===== src/rtl/ram_march_bist.sv =====
// March C- built-in self-test initiator for a single-port synchronous-address RAM.
// Drives ram_we/ram_addr/ram_wdata as master and checks ram_rdata one cycle after each read.
//
// Ports:
//   clk, rst              shared clock; synchronous active-high reset
//   start                 level-sampled; launches a test from IDLE or DONE
//   busy                  high while a march element is executing
//   done, pass            test finished / finished with no mismatch
//   fail_elem/addr/data   element (1..5), address and read value of the first mismatch
//   ram_we/addr/wdata     RAM master outputs, decoded from state with no added latency
//   ram_rdata             RAM read data (mem[address latched on the previous edge])
module ram_march_bist #(
    parameter int addr_width = 4,
    parameter int data_width = 4
) (
    input  logic                  clk,
    input  logic                  rst,
    input  logic                  start,
    output logic                  busy,
    output logic                  done,
    output logic                  pass,
    output logic [2:0]            fail_elem,
    output logic [addr_width-1:0] fail_addr,
    output logic [data_width-1:0] fail_data,
    output logic                  ram_we,
    output logic [addr_width-1:0] ram_addr,
    output logic [data_width-1:0] ram_wdata,
    input  logic [data_width-1:0] ram_rdata
);

    // M1..M5 are encoded as their own element index so the failing
    // element can be captured straight from the state register.
    localparam logic [2:0] S_M0   = 3'd0;
    localparam logic [2:0] S_M1   = 3'd1;
    localparam logic [2:0] S_M2   = 3'd2;
    localparam logic [2:0] S_M3   = 3'd3;
    localparam logic [2:0] S_M4   = 3'd4;
    localparam logic [2:0] S_M5   = 3'd5;
    localparam logic [2:0] S_IDLE = 3'd6;
    localparam logic [2:0] S_DONE = 3'd7;

    localparam logic [addr_width-1:0] ADDR_MAX = '1;
    localparam logic [addr_width-1:0] ADDR_ONE = addr_width'(1);
    localparam logic [data_width-1:0] ONES     = '1;

    logic [2:0]            state_q, state_d;
    logic                  phase_q, phase_d;   // 0: issue read, 1: check
    logic [addr_width-1:0] addr_q, addr_d;
    logic                  pass_q, pass_d;
    logic [2:0]            fail_elem_q, fail_elem_d;
    logic [addr_width-1:0] fail_addr_q, fail_addr_d;
    logic [data_width-1:0] fail_data_q, fail_data_d;

    logic                  in_march;
    logic                  ascending;
    logic                  last_addr;
    logic                  mismatch;
    logic [data_width-1:0] exp_pat;
    logic [data_width-1:0] wr_pat;

    always_comb begin
        in_march  = (state_q <= S_M5);
        ascending = (state_q == S_M0) || (state_q == S_M1) || (state_q == S_M2);
        last_addr = ascending ? (addr_q == ADDR_MAX) : (addr_q == '0);
        exp_pat   = ((state_q == S_M2) || (state_q == S_M4)) ? ONES : '0;
        wr_pat    = ((state_q == S_M1) || (state_q == S_M3)) ? ONES : '0;
        mismatch  = in_march && (state_q != S_M0) && phase_q
                    && (ram_rdata != exp_pat);
    end

    always_comb begin
        busy      = in_march;
        done      = (state_q == S_DONE);
        pass      = pass_q;
        fail_elem = fail_elem_q;
        fail_addr = fail_addr_q;
        fail_data = fail_data_q;
        ram_addr  = in_march ? addr_q : '0;
        ram_wdata = in_march ? wr_pat : '0;
        // M0 writes every cycle; M1..M4 write on the check cycle; M5 only reads.
        ram_we    = (state_q == S_M0)
                    || (phase_q && (state_q >= S_M1) && (state_q <= S_M4));
    end

    always_comb begin
        state_d     = state_q;
        phase_d     = phase_q;
        addr_d      = addr_q;
        pass_d      = pass_q;
        fail_elem_d = fail_elem_q;
        fail_addr_d = fail_addr_q;
        fail_data_d = fail_data_q;
        case (state_q)
            S_IDLE, S_DONE: begin
                if (start) begin
                    state_d     = S_M0;
                    phase_d     = 1'b0;
                    addr_d      = '0;
                    pass_d      = 1'b0;
                    fail_elem_d = '0;
                    fail_addr_d = '0;
                    fail_data_d = '0;
                end
            end
            S_M0: begin
                if (last_addr) begin
                    state_d = S_M1;
                    addr_d  = '0;
                end else begin
                    addr_d = addr_q + ADDR_ONE;
                end
            end
            default: begin
                if (!phase_q) begin
                    phase_d = 1'b1;
                end else begin
                    phase_d = 1'b0;
                    if (mismatch) begin
                        // The write decoded this cycle still goes out.
                        state_d     = S_DONE;
                        pass_d      = 1'b0;
                        addr_d      = '0;
                        fail_elem_d = state_q;
                        fail_addr_d = addr_q;
                        fail_data_d = ram_rdata;
                    end else if (last_addr) begin
                        if (state_q == S_M5) begin
                            state_d = S_DONE;
                            pass_d  = 1'b1;
                            addr_d  = '0;
                        end else begin
                            state_d = state_q + 3'd1;
                            // Only M2 is ascending among the successors.
                            addr_d  = (state_q == S_M1) ? '0 : ADDR_MAX;
                        end
                    end else if (ascending) begin
                        addr_d = addr_q + ADDR_ONE;
                    end else begin
                        addr_d = addr_q - ADDR_ONE;
                    end
                end
            end
        endcase
    end

    always_ff @(posedge clk) begin
        if (rst) begin
            state_q     <= S_IDLE;
            phase_q     <= 1'b0;
            addr_q      <= '0;
            pass_q      <= 1'b0;
            fail_elem_q <= '0;
            fail_addr_q <= '0;
            fail_data_q <= '0;
        end else begin
            state_q     <= state_d;
            phase_q     <= phase_d;
            addr_q      <= addr_d;
            pass_q      <= pass_d;
            fail_elem_q <= fail_elem_d;
            fail_addr_q <= fail_addr_d;
            fail_data_q <= fail_data_d;
        end
    end

endmodule


===== config.mk =====
export PLATFORM = sky130hd
export DESIGN_NAME = ram_march_bist
export DESIGN_NICKNAME = d
export VERILOG_FILES = /design/src/rtl/ram_march_bist.sv
export SDC_FILE = /design/constraint.sdc
export NUM_CORES = 1
export LEC_CHECK = 0
export BUFFER_PORTS_ARGS = -buffer_cell sky130_fd_sc_hd__buf_4
export CORE_ASPECT_RATIO = 1.25
export CORE_UTILIZATION = 35
export CTS_CLUSTER_SIZE = 12
export DETAILED_ROUTE_END_ITERATION = 16
export MAX_ROUTING_LAYER = met4
export PLACE_DENSITY_LB_ADDON = 0.1
export SYNTH_ARGS = -nofsm -noshare
export SYNTH_HDL_FRONTEND = slang
export SYNTH_SLANG_ARGS = --single-unit

===== constraint.sdc =====
create_clock -name clk -period 2.5 [get_ports clk]
set_input_delay 0.25 -clock clk [delete_from_list [all_inputs] [get_ports clk]]
set_output_delay 0.25 -clock clk [all_outputs]
set_load 0.01 [all_outputs]

==> impl_metrics.toml, run 1 <==
[grt]
antenna_found_initial = 0
grt_first_pass_wirelength_um = 5820
grt_max_degree = 26
grt_pass1_vias = 1238
grtUsageTotal = 0.184
gr-total-overflow = 0

[timing]
whs_ns = 0.262
setup-violations-final = 0
timing.final.ws_setup_ns = 0.240
post-route-min-period_ns = 2.26
rsz0062_at_grt = "no"
slew_headroom = 0.723
period_share = 0.904
hold_viol = 0
clock.fmax_mhz = 442
finClkSkew_ns = 0.00657
fin_setup_tns_ns = 0
finalMaxSlewViolations = 0
worst_pin_slew_ns = 0.415

[synth]
ys_warn_count = 0
ys_seq_area_frac = 0.281
ys_ff_latch = 20
synth_area_leaders = "dfxtp_1 (28%), a21oi_1 (7.0%), ha_1 (6.1%)"
synth_top_flop_cell = "dfxtp_1"
synth_top_cell_by_area = "dfxtp_1"
syn_nets = 192
async_flop_share = 0
syn-cell-area_um2 = 1430
synth_top_area_frac = 0.281
synth_edf_count = 0
syn_inst = 178
syn_avg_cell_area_um2 = 8.01
ys_types = 48

[place]
dp_hpwl_um = 2730
dpl-instance-area_um2 = 1700
gp_congestion = 0.899
place.port_buffers = 29
dp_slack_ns = 0.0414
dp.cells = 254

[final_layout]
mostFrequentLayoutCell = "buf_4"
final_cell_mix = "buf_4 (40), a21oi_1 (20), nand2_1 (19), dfxtp_1 (19), nand4_1 (12)"
final_area_um2 = 1780
final_cells = 258
final_nets = 219
diodes = 0
fin_util = 0.461
layout-drive-gt1-share = 0.284
area_growth_pct = 24.6

[floorplanning]
io-pin-count = 30
coreArea_um2 = 3850
die_area_um2 = 4330
die_y_um = 73.3
row_count = 25
die_x_um = 59.1
start_util = 0.370

[detailed_routing]
drc = 0
first_pass_iters = 4
wirelength_um = 3620
ant_nets = 0
vias = 1364
drtIter0Drc = 29
wl_per_cell_um = 14.0
via_per_inst = 5.29

[clock_network]
cts_sinks = 20
cts-root-buf = "clkbuf_8"
clockBufferDepth = 2
holdBufCountCts = 0
clk_pin_slew_worst_paths_ns = 0.08
cts_max_level = 1
cts_buffers = 3
clk_latency_ns = 0.26
cts_tree = "built"

[setup_path]
required_ns = 2.64
crit_start = "state_q[0]"
cp-end-kind = "flip-flop"
start_kind = "flip-flop"
crit_chain = "inv_1 > ha_1 > nor3_2 > or2_1 > o22ai_2 > a311o_1 > a31oi_1 > a211oi_2"
criticalPathCategory = "flip-flop to flip-flop"
critPathMaxFanout = 8
rr_startpoint = "state_q[0]"
crit_slowest_cell = "dfxtp_2"
critical_path.max_stage_delay_ns = 0.40
crit_buf_inv = 1
path_delay_family = "compound AO/OA/AOI/OAI gates"
crit_arrival_ns = 2.40

[power_and_ir_drop]
fin_total_pwr_mw = 2.37
peakVddDrop_v = 0.000517
p_leak_nw = 0.717
power-per-cell-area_nw_per_um2 = 1330

[hold_path]
worstHoldPathType = "input pin to flip-flop"
hold_path.startpoint = "ram_rdata[3]"

[status]
status = "finished clean"

[run]
max_cap_violations = 0
[layer usage]
| metal | GRT usage | share of wire | vias to the layer above |
|---|---|---|---|
| met4 | 0.0741 | 0.016 | 0 |
| met5 | - | 0 | - |
| met1 | 0.231 | 0.47 | 630 |
| li1 | - | - | 697 |
| met3 | 0.0158 | 0.036 | 5 |
| met2 | 0.302 | 0.48 | 32 |
[sequential cells by signal, indices dropped and copies added (netlist names)]
name       count
phase_q        1
fail_addr      4
state_q        3
fail_data      4
fail_elem      3
pass           1
addr_q         4
[power by group]
group	total [mW]	switching [mW]	internal [mW]
clock network	0.323	0.110	0.214
logic	1.52	0.844	0.679
registers	0.523	0.126	0.398
total	2.37	1.08	1.29
[tightest hold or removal path: stages]
cell and delay (ns):
buf_4 0.12, nand4_1 0.06, a21oi_1 0.06
[layout make-up]
cell class,instances,area (um^2)
fillers,400,2070
multi-input cells,131,901
clock buffers,3,41.3
repair buffers,40,300
well taps,54,67.6
flip-flops and latches,20,402
inverters,9,33.8
clock inverters,1,30.0
[cell families (layout without fill, tap and decap cells)]
| logic type | after synthesis | count (layout) | share of synthesized area |
|---|---|---|---|
| adders and majority gates | 7 | 7 | 0.0615 |
| buffers and inverters | 27 | 53 | 0.0913 |
| and+or+nand+nor | 66 | 66 | 0.261 |
| xor gates and xnor gates | 3 | 3 | 0.0184 |
| DFF | 20 | 20 | 0.281 |
| muxes | 3 | 3 | 0.0386 |
| AOI/OAI and AO/OA | 52 | 52 | 0.248 |
[synthesized netlist by cell type, types with 3 or more instances]
master / count
nand3_1: 5
a211oi_1: 3
nor3_1: 3
dfxtp_1: 20
clkbuf_1: 7
ha_1: 7
nand4_1: 12
buf_2: 5
buf_4: 4
o21ai_0: 7
nor2_1: 11
inv_1: 9
nand2b_1: 4
nand2_1: 19
a21oi_1: 20
[timing repair]
item / in CTS / in global routing
gates resized for setup: 0 / 2
setup endpoints to repair: 0 / 19
buffers inserted: 0 / 0
[path summary, 6_finish.rpt]
kind / to / slack [ns] / cells after the start
setup / recovery: pass / 0.24 / 8
hold / removal: fail_data[3] / 0.26 / 3
setup reg to reg: pass / 0.24 / 8
hold reg to reg: fail_addr[1] / 0.46 / 2
No activity file was read; power rests on OpenSTA's default activity.
==> inputs of run 2 (changes only) <==
CTS_CLUSTER_DIAMETER = 60   (was not set)
REMOVE_ABC_BUFFERS = 1   (was not set)
clock period = 2.7 ns   (was 2.5 ns; I/O delays follow)
==> impl_metrics.toml, run 2 (same netlist as run 1, synthesis figures left out) <==
[detailed_routing]
drtIter0Drc = 55
first_pass_iters = 4
ant_nets = 0
drc = 0
via_per_inst = 5.58
wirelength_um = 3800
vias = 1428
wl_per_cell_um = 14.8

[timing]
finClkSkew_ns = 0.00295
clock.fmax_mhz = 411
worst_pin_slew_ns = 0.577
timing.final.ws_setup_ns = 0.267
slew_headroom = 0.614
period_share = 0.901
fin_setup_tns_ns = 0
hold_viol = 0
setup-violations-final = 0
finalMaxSlewViolations = 0
post-route-min-period_ns = 2.43
rsz0062_at_grt = "no"

[power_and_ir_drop]
switchingPower_mw = 1.03
pwr-share-comb = 0.661
clkPwrFrac = 0.111
swShare = 0.483
seqPwrFrac = 0.228
fin_total_pwr_mw = 2.13
power-per-cell-area_nw_per_um2 = 1230
peakVddDrop_v = 0.000461
p_leak_nw = 0.698
internal_power_mw = 1.10

[final_layout]
final_nets = 217
diodes = 0
layout-drive-gt1-share = 0.267
final_cell_mix = "buf_4 (38), a21oi_1 (20), dfxtp_1 (20)"
fill_cells = 413
area_growth_pct = 21.9
final_cells = 256
mostFrequentLayoutCell = "buf_4"

[setup_path]
critPathMaxFanout = 11
r2r_cells = 9
crit_start = "state_q[0]"
worst_r2r_endpoint = "state_q[2]"
rr_startpoint = "state_q[0]"
crit_arrival_ns = 2.59
r2r_slack_ns = 0.27
critPathCapture = "state_q[2]"
start_kind = "flip-flop"
criticalPathCategory = "flip-flop to flip-flop"
required_ns = 2.86
cp-end-kind = "flip-flop"

[grt]
grtUsageTotal = 0.196
grt_first_pass_wirelength_um = 6290
grt_max_degree = 26
antenna_found_initial = 0
gr-total-overflow = 0
grt_pass1_vias = 1316

[floorplanning]
die_x_um = 59.1
die_area_um2 = 4330
die_y_um = 73.3
io-pin-count = 30
coreArea_um2 = 3850
start_util = 0.370
row_count = 25

[place]
dp_slack_ns = 0.308
gp_congestion = 0.957
place.port_buffers = 29
dp.cells = 252
dp_hpwl_um = 2820

[clock_network]
clockBufferDepth = 2
cts_resized = 0
holdBufCountCts = 0
cts_max_level = 1
clk_latency_ns = 0.26
cts_sinks = 20
cts_setup_buffers = 0
cts-root-buf = "clkbuf_8"
cts_tree = "built"
clk_pin_slew_worst_paths_ns = 0.08
cts_buffers = 3

[status]
status = "finished clean"

[run]
max_cap_violations = 0

[hold_path]
worstHoldPathType = "input pin to flip-flop"
whs_path_depth = 3
run 2: cell count changes in the layout (fill, tap and decap cells not counted), sizes merged:
cell	delta
clkbuf	+1
buf	-2
bufinv	-1
run 2: per-stage QoR:
stage           util  instance area [um^2]  hold slack [ns]
4_1_cts        0.451                  1740            0.285
3_3_place_gp   0.437                  1680            0.440
5_1_grt        0.451                  1740            0.287
2_1_floorplan      -                  1330            0.335
6_report       0.451                  1740            0.284
3_5_place_dp   0.437                  1680            0.443
run 2: power groups by stage:
stage | logic (mW) | clock network, mW | registers, mW
after floorplan | 0.930 | 0 | 0.470
after global placement | 1.38 | 0 | 0.485
after detailed placement | 1.40 | 0 | 0.487
after CTS | 1.41 | 0.239 | 0.481
after global routing | 1.55 | 0.253 | 0.499
final | 1.41 | 0.236 | 0.487
run 2: layout make-up:
class                      count  area (um^2)  area share
sequential                    20          400       0.231
inverter                       9         33.8      0.0195
timing repair buffer          38          285       0.164
clock buffer                   4         55.1      0.0317
multi-input combinational    131          895       0.515
tap                           54         67.6      0.0389
run 2: worst min path at each step:
stage	startpoint	endpoint	slack, ns
finish	ram_rdata[3]	fail_data[3]	0.28
global placement	fail_data[1]	fail_data[1]	0.44
floorplan	rst	pass	0.33
global route	ram_rdata[0]	fail_data[0]	0.29
CTS	ram_rdata[1]	fail_data[1]	0.29
detailed placement	fail_data[1]	fail_data[1]	0.44
run 2: metal layers:
layer,track usage,wire [um]
met5,-,0
met4,0.0794,65
met3,0.0246,180
met2,0.306,1820
met1,0.256,1740
run 2: critical path, cell delays in order (launching register included):
cell and delay, ns:
dfxtp_1 0.48, inv_1 0.16, ha_1 0.32, mux2i_4 0.23
mux2i_4 0.11, nor3_4 0.46, buf_4 0.27, o31ai_1 0.08
a21oi_1 0.14, o21ai_1 0.07
